`src/rtl/ula_port_fe.sv`:
```
// ula_port_fe: back-end of the ULA's port 0xFE.
// Latches border colour, MIC and speaker from OUT cycles, synchronises the
// tape EAR input for IN bit 6, mixes the three sound sources into a low-pass
// filtered 8-bit level and drives the 4-bit audio DAC through a first-order
// delta-sigma stage.
module ula_port_fe #(
    parameter int FILTER_SHIFT = 4,
    parameter int SAMPLE_DIV   = 8
) (
    input  logic       clk,
    input  logic       reset,
    input  logic       io_we,
    input  logic [7:0] io_din,
    input  logic       ear_in,
    output logic [2:0] border_color,
    output logic       mic,
    output logic       speaker,
    output logic       ear_rd,
    output logic [7:0] audio_level,
    output logic [3:0] audio_dac
);

    localparam int SDIV_W = (SAMPLE_DIV > 2) ? $clog2(SAMPLE_DIV) : 1;
    localparam logic [SDIV_W-1:0] SDIV_LAST = SDIV_W'(SAMPLE_DIV - 1);

    // Write-strobe edge detection and the latched port bits
    logic              io_we_q, io_we_d;
    logic              armed_q, armed_d;
    logic              we_prev;
    logic              we_rise;
    logic [2:0]        border_q, border_d;
    logic              mic_q, mic_d;
    logic              spk_q, spk_d;

    // EAR synchroniser
    logic              ear_meta_q, ear_meta_d;
    logic              ear_sync_q, ear_sync_d;

    // Mixer and filter
    logic [SDIV_W-1:0] sdiv_q, sdiv_d;
    logic              sample_tick;
    logic [7:0]        level;
    logic signed [16:0] diff;
    logic signed [16:0] step;
    logic [15:0]       acc_q, acc_d;

    // Delta-sigma modulator
    logic [3:0]        err_q, err_d;
    logic [4:0]        ds_sum;
    logic [4:0]        dac_wide;
    logic [3:0]        dac_q, dac_d;

    // Bits 7:5 of the port carry nothing this block uses.
    logic              unused_din;
    assign unused_din = ^io_din[7:5];

    // Capture the port bits once per write, on the first cycle the strobe is seen high.
    always_comb begin
        io_we_d  = io_we;
        armed_d  = 1'b1;
        border_d = border_q;
        mic_d    = mic_q;
        spk_d    = spk_q;
        // Until the first post-reset cycle has passed, pretend the strobe was
        // already high so a write straddling reset release is not captured.
        we_prev  = io_we_q | ~armed_q;
        we_rise  = io_we & ~we_prev;
        if (we_rise) begin
            border_d = io_din[2:0];
            mic_d    = io_din[3];
            spk_d    = io_din[4];
        end
    end

    // Two-flop synchroniser for the asynchronous tape input.
    always_comb begin
        ear_meta_d = ear_in;
        ear_sync_d = ear_meta_q;
    end

    // Sample divider, mix and one-pole IIR low-pass in 8.8 fixed point.
    always_comb begin
        sample_tick = (sdiv_q == SDIV_LAST);
        sdiv_d      = sample_tick ? '0 : (sdiv_q + SDIV_W'(1));
        level       = (spk_q      ? 8'd192 : 8'd0)
                    + (mic_q      ? 8'd32  : 8'd0)
                    + (ear_sync_q ? 8'd16  : 8'd0);
        diff        = $signed({1'b0, level, 8'h00}) - $signed({1'b0, acc_q});
        step        = diff >>> FILTER_SHIFT;
        acc_d       = acc_q;
        if (sample_tick) begin
            acc_d = 16'($signed({1'b0, acc_q}) + step);
        end
    end

    // First-order delta-sigma: the low nibble of the level dithers the high nibble.
    always_comb begin
        ds_sum   = {1'b0, err_q} + {1'b0, acc_q[11:8]};
        err_d    = ds_sum[3:0];
        dac_wide = {1'b0, acc_q[15:12]} + {4'b0000, ds_sum[4]};
        dac_d    = dac_wide[4] ? 4'hF : dac_wide[3:0];
    end

    // State registers; reset is the only thing that clears them.
    always_ff @(posedge clk or posedge reset) begin
        if (reset) begin
            io_we_q    <= 1'b0;
            armed_q    <= 1'b0;
            border_q   <= 3'd0;
            mic_q      <= 1'b0;
            spk_q      <= 1'b0;
            ear_meta_q <= 1'b0;
            ear_sync_q <= 1'b0;
            sdiv_q     <= '0;
            acc_q      <= 16'd0;
            err_q      <= 4'd0;
            dac_q      <= 4'd0;
        end else begin
            io_we_q    <= io_we_d;
            armed_q    <= armed_d;
            border_q   <= border_d;
            mic_q      <= mic_d;
            spk_q      <= spk_d;
            ear_meta_q <= ear_meta_d;
            ear_sync_q <= ear_sync_d;
            sdiv_q     <= sdiv_d;
            acc_q      <= acc_d;
            err_q      <= err_d;
            dac_q      <= dac_d;
        end
    end

    assign border_color = border_q;
    assign mic          = mic_q;
    assign speaker      = spk_q;
    assign ear_rd       = ear_sync_q;
    assign audio_level  = acc_q[15:8];
    assign audio_dac    = dac_q;

endmodule

```
`config.mk`:
```
export PLATFORM = sky130hd
export DESIGN_NAME = ula_port_fe
export DESIGN_NICKNAME = d
export VERILOG_FILES = /design/src/rtl/ula_port_fe.sv
export SDC_FILE = /design/constraint.sdc
export NUM_CORES = 1
export LEC_CHECK = 0
export BUFFER_PORTS_ARGS = -buffer_cell sky130_fd_sc_hd__buf_4
export CAP_MARGIN = 20
export CORE_ASPECT_RATIO = 1.25
export CORE_MARGIN = 3
export CORE_UTILIZATION = 49
export CTS_CLUSTER_SIZE = 28
export DETAILED_ROUTE_END_ITERATION = 10
export GPL_TIMING_DRIVEN = 0
export HOLD_SLACK_MARGIN = 0.03
export PLACE_DENSITY = 0.77
export SYNTH_ARGS = -nofsm -noshare
export SYNTH_HDL_FRONTEND = slang
export SYNTH_SLANG_ARGS = --single-unit
```
`constraint.sdc`:
```
create_clock -name clk -period 8.4 [get_ports clk]
set_clock_uncertainty 0.2 [all_clocks]
set_input_delay 0.84 -clock clk [delete_from_list [all_inputs] [get_ports clk]]
set_output_delay 0.84 -clock clk [all_outputs]
set_load 0.02 [all_outputs]
```
==> results of run 1 <==
[synth_stat cells, drive strengths merged]
library cell,count
or4,2
mux2,12
nor2,21
xor2,8
ha,28
nor4b,1
a221oi,1
o31ai,2
o311ai,2
buf,9
o311a,1
xnor2,14
conb,1
clkbuf,1
nor2b,2
a21oi,15
fa,2
dfrtp,36
nor3,4
o21bai,1
o211ai,3
a211oi,3
nand3b,1
a31o,1
a31oi,2
nand2b,5
nand4,1
o21a,3
o2bb2ai,1
o31a,2
nor4,5
nand3,6
o21ai,10
a21o,5
nand2,17
and3,1
inv,15
[flip-flops by register name, summed over array words and instances (netlist names), 3 cells and up]
name and flops:
err_q 4, audio_dac 4, acc_q 16, sdiv_q 3, border_color 3
[cells by family after synthesis]
kind of cell               after synthesis  synth area share [%]
other                                    1                 0.154
AOI/OAI and AO/OA                       52                  14.8
buffers and inverters                   25                  5.13
DFF                                     36                  36.9
adders and majority gates               30                  16.0
muxes                                   12                  5.70
and+or+nand+nor                         66                  13.3
xor gates and xnor gates                22                  7.90
[final cells by class]
class                           instances  area (um2)
Fill cell                             402        1920
Multi-Input combinational cell        183        1410
Sequential cell                        36         901
Timing Repair Buffer                   27         223
Tap cell                               60        75.1
Clock buffer                            5        68.8
Buffer                                 10        68.8
Inverter                               15        56.3
Clock inverter                          3        42.5
[through the flow]
| stage | instance area (um2) | util, % | hold WS [ns] | instances | setup WS [ns] |
|---|---|---|---|---|---|
| 6_report | 2850 | 59.8 | 0.153 | 339 | 4.80 |
| 5_1_grt | 2850 | 59.8 | 0.159 | 339 | 4.54 |
| 4_1_cts | 2850 | 59.8 | 0.156 | 339 | 4.78 |
| 3_5_place_dp | 2740 | 57.4 | 0.136 | 331 | 4.80 |
| 3_3_place_gp | 2710 | 56.9 | 0.134 | 330 | 4.86 |
| 2_1_floorplan | 2440 | - | 0.131 | 244 | 5.11 |
[worst paths after layout]
kind	slack (ns)	end	cells past startpoint
setup reg to reg	4.80	acc_q[14]	11
hold reg to reg	0.15	ear_rd	0
max in group asynchronous	6.89	acc_q[7]	3
setup / recovery	4.80	acc_q[14]	11
min in group asynchronous	0.54	ear_meta_q	2
hold / removal	0.15	ear_rd	0
[routing by layer]
layer	global-route usage [%]	up-vias	share of wire, %
met3	2.73	6	3.7
met4	4.26	0	1.0
li1	-	927	-
met2	31.3	34	53
met1	20.2	884	43
met5	0	-	0
==> qor.txt, run 1 <==
top-level I/O count: 30
clk root buf: clkbuf_8
GP Congestion: 0.858
hold path startpoint: ear_meta_q
Routed WL per cell: 13.6 um
CTS tree: yes
Top delay family on crit path: simple AND/OR/NAND/NOR gates
ANT cells: 0
Initial DRC Count: 59
HPWL Detailed: 3700 um
vias in the first global route: 1855
post-CTS setup buffers: 0
total gr overflow: 0
via count: 1851
fmax: 278 MHz
max cap viols: 0
mean post-synth cell area: 9.99 um2
ratio of cells with drive above 1 in the final layout: 22.2%
slew margin rel.: 41.4%
core footprint: 4760 um2
Reg clk slew, reported paths: 0.08 ns
die extent in y: 84.9 um
Final Hold Viols: 0
Area contributors post-synth: dfrtp_1 37%, ha_1 14%, mux2_2 5.1%
Mapped Area: 2440 um2
Cell variety after synth: 44
Total GRT Usage: 16.9%
Synth-to-Final Area Change: 16.8%
Mapped Cells: 244
Slowest-stage cell, CP: or4_1
Worst Path Arrival: 3.55 ns
Initial DRT Pass Iterations: 4
largest area contributor in the netlist: dfrtp_1
Die W: 69.1 um
run status: completed
htree depth: 2
syn nets: 286
reg2reg start: acc_q[1]
Final Net Count: 320
number of antenna violations at the first check in global routing: 0
most frequent cells in the layout: 36 x dfrtp_1, 34 x buf_4, 28 x ha_1, 21 x nor2_1, 17 x nand2_1
IO buf count: 26
top-area cell type share of the netlist area: 36.9%
cts bufs inserted: 5
flip-flop and latch count after synthesis: 36
CTS Hold Buffers Added: 0
TNS Setup: 0 ns
post-route ant nets: 0
worst setup path startpoint: acc_q[1]
first-pass GRT wire length: 8150 um
largest net degree at the start of global routing: 22
worst-path fanout max: 5
Worst-Margin Slew: 0.879 ns
CP endpoint kind: flop
RSZ-0062 raised after global routing: no
CP Launch Type: flop
final wirelength: 4620 um
Slew Limit Fails: 0
CTS Buffer Depth: 2
via-per-instance ratio: 5.46
DRC Markers: 0
Tightest Hold Check Type: flop to flop
Die Footprint: 5860 um2
CP Cell Sequence: or4_1, nor4_1, nor2_1, ha_1, nor2b_4, o31a_1, o31ai_4, a21oi_2, nor4_1, or4_1, o311ai_2
setup violators final: 0
Starting Density: 51.2%
later-pin clock latency in the skew report: 0.29 ns
final cycle utilization of the critical path: 42.8%
crit path kind: flop to flop
commonest non-fill, non-tap cell in the layout: dfrtp_1
Worst Path Required: 8.35 ns
Critical Path Max Stage Delay: 0.58 ns
clock sinks: 36
Buffers & Inverters on Critical Path: 0
Seq/Total Area, Yosys: 36.9%
post_cts resized: 0
Synth warnings: 0
Row Count: 28
Period minus WS final: 3.60 ns
Power of run 1 is not shown: default switching activity piles up to over one toggle a cycle in this logic, so the estimate is an artifact.
==> run 2: changes to the inputs <==
--- a/config.mk
+++ b/config.mk
@@ -5,6 +5,7 @@
 export SDC_FILE = /design/constraint.sdc
 export NUM_CORES = 1
 export LEC_CHECK = 0
+export ABC_AREA = 1
 export BUFFER_PORTS_ARGS = -buffer_cell sky130_fd_sc_hd__buf_4
 export CAP_MARGIN = 20
 export CORE_ASPECT_RATIO = 1.25
==> constraint.sdc (replaced) <==
create_clock -name clk -period 3.51 [get_ports clk]
set_clock_uncertainty 0.2 [all_clocks]
set_input_delay 0.351 -clock clk [delete_from_list [all_inputs] [get_ports clk]]
set_output_delay 0.351 -clock clk [all_outputs]
set_load 0.02 [all_outputs]
==> qor.txt, run 2 <==
run status: completed (unchanged)
worst setup path startpoint: acc_q[15] (was acc_q[1])
top-level I/O count: 30 (unchanged)
mean post-synth cell area: 7.44 um2 (was 9.99 um2)
HPWL Detailed: 4450 um (was 3700 um)
Cell variety after synth: 32 (was 44)
post-route ant nets: 0 (unchanged)
top-count cell post-synth: nand2_1 (was dfrtp_1)
CTS tree: yes (unchanged)
worst-path fanout max: 6 (was 5)
Tightest Hold Check Type: primary input to flop (was flop to flop)
reg2reg start: acc_q[15] (was acc_q[1])
largest net degree at the start of global routing: 23 (was 22)
clock sinks: 36 (unchanged)
Worst Path Arrival: 2.87 ns (was 3.55 ns)
TNS Setup: 0 ns (unchanged)
IO buf count: 26 (unchanged)
final wirelength: 5630 um (was 4620 um)
DRC Markers: 0 (unchanged)
GP Congestion: 0.937 (was 0.858)
ratio of cells with drive above 1 in the final layout: 15.6% (was 22.2%)
Worst Path Required: 3.49 ns (was 8.35 ns)
Die W: 72.7 um (was 69.1 um)
vias in the first global route: 2351 (was 1855)
largest area contributor in the netlist: dfrtp_1 (unchanged)
Critical Path Max Stage Delay: 0.45 ns (was 0.58 ns)
Final Hold Viols: 0 (unchanged)
Mapped Area: 2720 um2 (was 2440 um2)
CP most frequent cell: nand2_1
Seq/Total Area, Yosys: 33.1% (was 36.9%)
R2R setup slack: 0.62 ns (was 4.80 ns)
Post-synth top cells: 111 x nand2_1, 55 x inv_1, 36 x dfrtp_1 (was 36 x dfrtp_1, 28 x ha_1, 21 x nor2_1)
CP Cell Sequence: inv_1, ha_1, nand2_1, nand2_1, a21oi_1, nand2_2, inv_1, ha_1, nand2_1, nand2_1, o21bai_1, a21oi_1, nand3b_1, nand3_1, nand2_1 (was or4_1, nor4_1, nor2_1, ha_1, nor2b_4, o31a_1, o31ai_4, a21oi_2, nor4_1, or4_1, o311ai_2)
flip-flop and latch count after synthesis: 36 (unchanged)
most frequent cells in the layout: 111 x nand2_1, 55 x inv_1, 36 x dfrtp_1, 34 x buf_4, 28 x ha_1 (was 36 x dfrtp_1, 34 x buf_4, 28 x ha_1, 21 x nor2_1, 17 x nand2_1)
top-area cell type share of the netlist area: 33.1% (was 36.9%)
Fillers: 478 (was 402)
die extent in y: 89.4 um (was 84.9 um)
CTS Buffer Depth: 2 (unchanged)
Area contributors post-synth: dfrtp_1 33%, nand2_1 15%, ha_1 13% (was dfrtp_1 37%, ha_1 14%, mux2_2 5.1%)
Total GRT Usage: 19.6% (was 16.9%)
max cap viols: 0 (unchanged)
Post-synth EDFFs: 0 (unchanged)
max FFs per register: 16 (unchanged)
Synth warnings: 0 (unchanged)
Worst-Margin Slew: 0.673 ns (was 0.879 ns)
later-pin clock latency in the skew report: 0.29 ns (about the same)
Row Count: 29 (was 28)
Mapped Cells: 366 (was 244)
RR Endpoint: acc_q[13] (was acc_q[14])
setup violators final: 0 (unchanged)
first-pass GRT wire length: 9950 um (was 8150 um)
Reg clk slew, reported paths: 0.07 ns (was 0.08 ns)
number of antenna violations at the first check in global routing: 0 (unchanged)
FF-to-FF path depth: 15 (was 11)
Largest Register: acc_q (unchanged)
Slew Limit Fails: 0 (unchanged)
Starting Density: 52.1% (was 51.2%)
via count: 2351 (was 1851)
crit path kind: flop to flop (unchanged)
Period minus WS final: 2.89 ns (was 3.60 ns)
final cycle utilization of the critical path: 82.4% (was 42.8%)
Die Footprint: 6500 um2 (was 5860 um2)
cts bufs inserted: 5 (unchanged)
total gr overflow: 0 (unchanged)
dominant synthesized flop cell: dfrtp_1 (unchanged)
ys async rst share: 100% (unchanged)
clk root buf: clkbuf_8 (unchanged)
slew margin rel.: 55.1% (was 41.4%)
Critical Path Sink: acc_q[13] (was acc_q[14])
RSZ-0062 raised after global routing: no (unchanged)
Routed WL per cell: 12.1 um (was 13.6 um)
CP Launch Type: flop (unchanged)
core footprint: 5230 um2 (was 4760 um2)
post_cts resized: 0 (unchanged)
Initial DRT Pass Iterations: 4 (unchanged)
Initial DRC Count: 105 (was 59)
Slowest-stage cell, CP: dfrtp_1 (was or4_1)
ANT cells: 0 (unchanged)
post-CTS setup buffers: 0 (unchanged)
Final Net Count: 445 (was 320)
via-per-instance ratio: 5.05 (was 5.46)
syn nets: 408 (was 286)
commonest non-fill, non-tap cell in the layout: nand2_1 (was dfrtp_1)
Synth-to-Final Area Change: 16.2% (was 16.8%)
htree depth: 2 (unchanged)
CP endpoint kind: flop (unchanged)
fmax: 346 MHz (was 278 MHz)
## run 2: area by class of cell
type,count,area (um2),share of cell area (%)
clock inverters,3,42.5,1.34
inverters,57,214,6.76
well taps,62,77.6,2.45
flip-flops and latches,36,901,28.5
clock buffers,5,68.8,2.17
repair buffers,30,253,7.98
plain buffers,11,71.3,2.25
multi-input cells,262,1540,48.6
## run 2: timing repair
action                     in CTS  in global routing
hold endpoints to repair       16                  0
hold buffers                    3                  0
setup endpoints to repair       0                  0
## run 2: how the worst min path moves through the flow
stage	start	endpoint	depth (start not counted)
2_1_floorplan	ear_meta_q	ear_rd	0
3_3_place_gp	ear_meta_q	ear_rd	0
3_5_place_dp	ear_meta_q	ear_rd	0
4_1_cts	io_din[3]	mic	2
5_1_grt	io_din[2]	border_color[2]	2
6_report	io_din[3]	mic	2
## run 2: cell families (layout without fill, tap and decap cells)
group	count (synthesis)	in the layout	share of synthesized area, %
buf+inv	68	106	10.5
xor+xnor	11	11	3.54
fa+ha+maj	30	30	14.3
mux	5	5	2.07
flops	36	36	33.1
compound gates	43	43	8.73
other cells	1	1	0.138
simple gates	172	172	27.7
## run 2: stage by stage
step                std cells  cell area [um2]  setup slack, ns  hold WS (ns)  utilization, %
floorplan                 366             2720            0.957         0.131               -
CTS                       466             3170            0.591        0.0816            60.6
global placement          454             3000            0.693         0.137            57.4
finish                    466             3170            0.616        0.0879            60.6
global route              466             3170            0.331        0.0786            60.6
detailed placement        455             3020            0.616         0.140            57.9
## run 2: layer usage
layer / GRT usage (%) / up-vias / routed length (um)
met1: 21.2 / 1061 / 2340
met4: 10.7 / 0 / 195
met5: 0 / - / 0
li1: - / 1223 / -
met3: 3.60 / 18 / 159
met2: 35.9 / 49 / 2940
## run 2: worst max-delay path: cells and delay by family, from the launching register on
family	cells	cell delay (ns)
AND/OR/NAND/NOR	8	0.68
buffers and inverters	2	0.26
AO/OA/AOI/OAI	3	0.57
flip-flops	1	0.45
adder cells (fa/ha/maj)	2	0.63
Power of run 2 is left out for the same reason.
==> run 3: changes to the inputs <==
--- a/config.mk
+++ b/config.mk
@@ -15,7 +15,7 @@
 export DETAILED_ROUTE_END_ITERATION = 10
 export GPL_TIMING_DRIVEN = 0
 export HOLD_SLACK_MARGIN = 0.03
-export PLACE_DENSITY = 0.77
+export PLACE_DENSITY = 0.79
 export SYNTH_ARGS = -nofsm -noshare
 export SYNTH_HDL_FRONTEND = slang
 export SYNTH_SLANG_ARGS = --single-unit
==> constraint.sdc (replaced) <==
create_clock -name clk -period 2.5 [get_ports clk]
set_clock_uncertainty 0.2 [all_clocks]
set_input_delay 0.25 -clock clk [delete_from_list [all_inputs] [get_ports clk]]
set_output_delay 0.25 -clock clk [all_outputs]
set_load 0.02 [all_outputs]
==> qor.txt, run 3 (same netlist as run 2, synthesis figures left out) <==
run status: finished, violations left (was completed)
failing checks: setup timing
TNS Setup: -2.35 ns (was 0 ns)
final cycle utilization of the critical path: 114% (was 82.4%)
Total GRT Usage: 22.3% (was 19.6%)
htree depth: 2 (unchanged)
Cell Count Post-Placement: 455 (unchanged)
largest net degree at the start of global routing: 20 (was 23)
slew margin rel.: 43.1% (was 55.1%)
worst-path fanout max: 5 (was 6)
CTS Buffer Depth: 2 (unchanged)
vias in the first global route: 2541 (was 2351)
Tightest Hold Check Type: flop to flop (was primary input to flop)
CTS tree: yes (unchanged)
fmax: 352 MHz (was 346 MHz)
max cap viols: 0 (unchanged)
FF-to-FF path depth: 14 (was 15)
Final Hold Viols: 0 (unchanged)
Slew Limit Fails: 0 (unchanged)
cts bufs inserted: 5 (unchanged)
later-pin clock latency in the skew report: 0.30 ns (was 0.29 ns)
Initial DRT Pass Iterations: 6 (was 4)
final cell count without fillers: 498 (was 466)
hold path startpoint: ear_meta_q (was io_din[3])
Finished Cell Area: 3850 um2 (was 3170 um2)
ANT cells: 0 (unchanged)
commonest non-fill, non-tap cell in the layout: nand2_1 (unchanged)
top-level I/O count: 30 (unchanged)
reg2reg start: acc_q[3] (was acc_q[15])
Row Count: 29 (unchanged)
max FFs per register: 16 (unchanged)
R2R setup slack: -0.34 ns (was 0.62 ns)
ratio of cells with drive above 1 in the final layout: 38.5% (was 15.6%)
Largest Register: acc_q (unchanged)
RR Endpoint: acc_q[13] (unchanged)
Worst Path Arrival: 2.83 ns (was 2.87 ns)
Reg clk slew, reported paths: 0.08 ns (was 0.07 ns)
via count: 2783 (was 2351)
Worst-Margin Slew: 0.852 ns (was 0.673 ns)
Starting Density: 52.1% (unchanged)
Final Net Count: 477 (was 445)
setup ws final: -0.344 ns (was 0.616 ns)
Placed Instance Area: 3070 um2 (was 3020 um2)
CP endpoint kind: flop (unchanged)
post-route ant nets: 0 (unchanged)
first-pass GRT wire length: 11300 um (was 9950 um)
Worst Hold Path EP: ear_rd (was mic)
Die W: 72.7 um (unchanged)
HPWL Detailed: 4570 um (was 4450 um)
RSZ-0062 raised after global routing: yes (was no)
Period minus WS final: 2.84 ns (was 2.89 ns)
total gr overflow: 0 (unchanged)
GP Congestion: 0.888 (was 0.937)
IO buf count: 26 (unchanged)
Worst Path Required: 2.48 ns (was 3.49 ns)
die extent in y: 89.4 um (unchanged)
Synth-to-Final Area Change: 41.3% (was 16.2%)
Initial DRC Count: 255 (was 105)
core footprint: 5230 um2 (unchanged)
Die Footprint: 6500 um2 (unchanged)
most frequent cells in the layout: 94 x nand2_1, 59 x buf_4, 49 x inv_1, 28 x dfrtp_1, 17 x nand2_2 (was 111 x nand2_1, 55 x inv_1, 36 x dfrtp_1, 34 x buf_4, 28 x ha_1)
hold depth: 0 (was 2)
via-per-instance ratio: 5.59 (was 5.05)
final wirelength: 8440 um (was 5630 um)
CP Launch Type: flop (unchanged)
setup violators final: 11 (was 0)
DRC Markers: 0 (unchanged)
clk root buf: clkbuf_8 (unchanged)
Final Core Density: 73.7% (was 60.6%)
number of antenna violations at the first check in global routing: 0 (unchanged)
clock sinks: 36 (unchanged)
Routed WL per cell: 16.9 um (was 12.1 um)
crit path kind: flop to flop (unchanged)
run 3: through the flow:
stage	worst slack (ns)	hold slack, ns
finish	-0.344	0.170
global route	-0.439	0.182
global placement	-0.282	0.135
floorplan	0.00852	0.0814
CTS	-0.0935	0.170
detailed placement	-0.359	0.153
run 3: cell type report:
class                   count  area, um2
plain buffers              11       71.3
clock buffers               6       82.6
clock inverters             2       10.0
fillers                   348       1380
inverters                  57        221
multi-input cells         262       1960
flip-flops and latches     36        911
well taps                  62       77.6
repair buffers             62        513
run 3: layer usage:
layer	GRT usage (%)	vias to the layer above	routed length (um)
met2	39.7	144	4370
li1	-	1282	-
met4	9.23	0	299
met3	4.27	35	638
met5	0	-	0
met1	26.2	1322	3130
run 3: worst max-delay path by stage:
stage                    from        end  slack (ns)  depth (start not counted)
finish               acc_q[3]  acc_q[13]       -0.34                         14
detailed placement  acc_q[14]  acc_q[13]       -0.36                         17
floorplan           acc_q[15]  acc_q[13]       0.009                         17
global route         acc_q[3]  acc_q[14]       -0.44                         16
CTS                  acc_q[0]  acc_q[15]       -0.09                         15
global placement    acc_q[15]  acc_q[13]       -0.28                         17
run 3: worst max-delay path: stages (launching register included):
cell,delay (ns)
dfrtp_1,0.42
nor2_2,0.14
nand2_2,0.13
nor2_8,0.17
nand3_4,0.14
xor2_1,0.19
ha_1,0.39
nand2_1,0.13
inv_2,0.07
nand2_1,0.08
nand3_1,0.16
a21oi_2,0.23
nand3b_1,0.12
nand3_1,0.10
nand2_1,0.06
run 3: timing repair:
item | in CTS | in global routing
endpoints found under the hold margin | 25 | 0
setup endpoints to repair | 10 | 15
gates resized for setup | 31 | 63
hold buffers | 8 | 0
pin swaps | 10 | 36
setup buffers | 15 | 12
Power of run 3 is left out for the same reason.
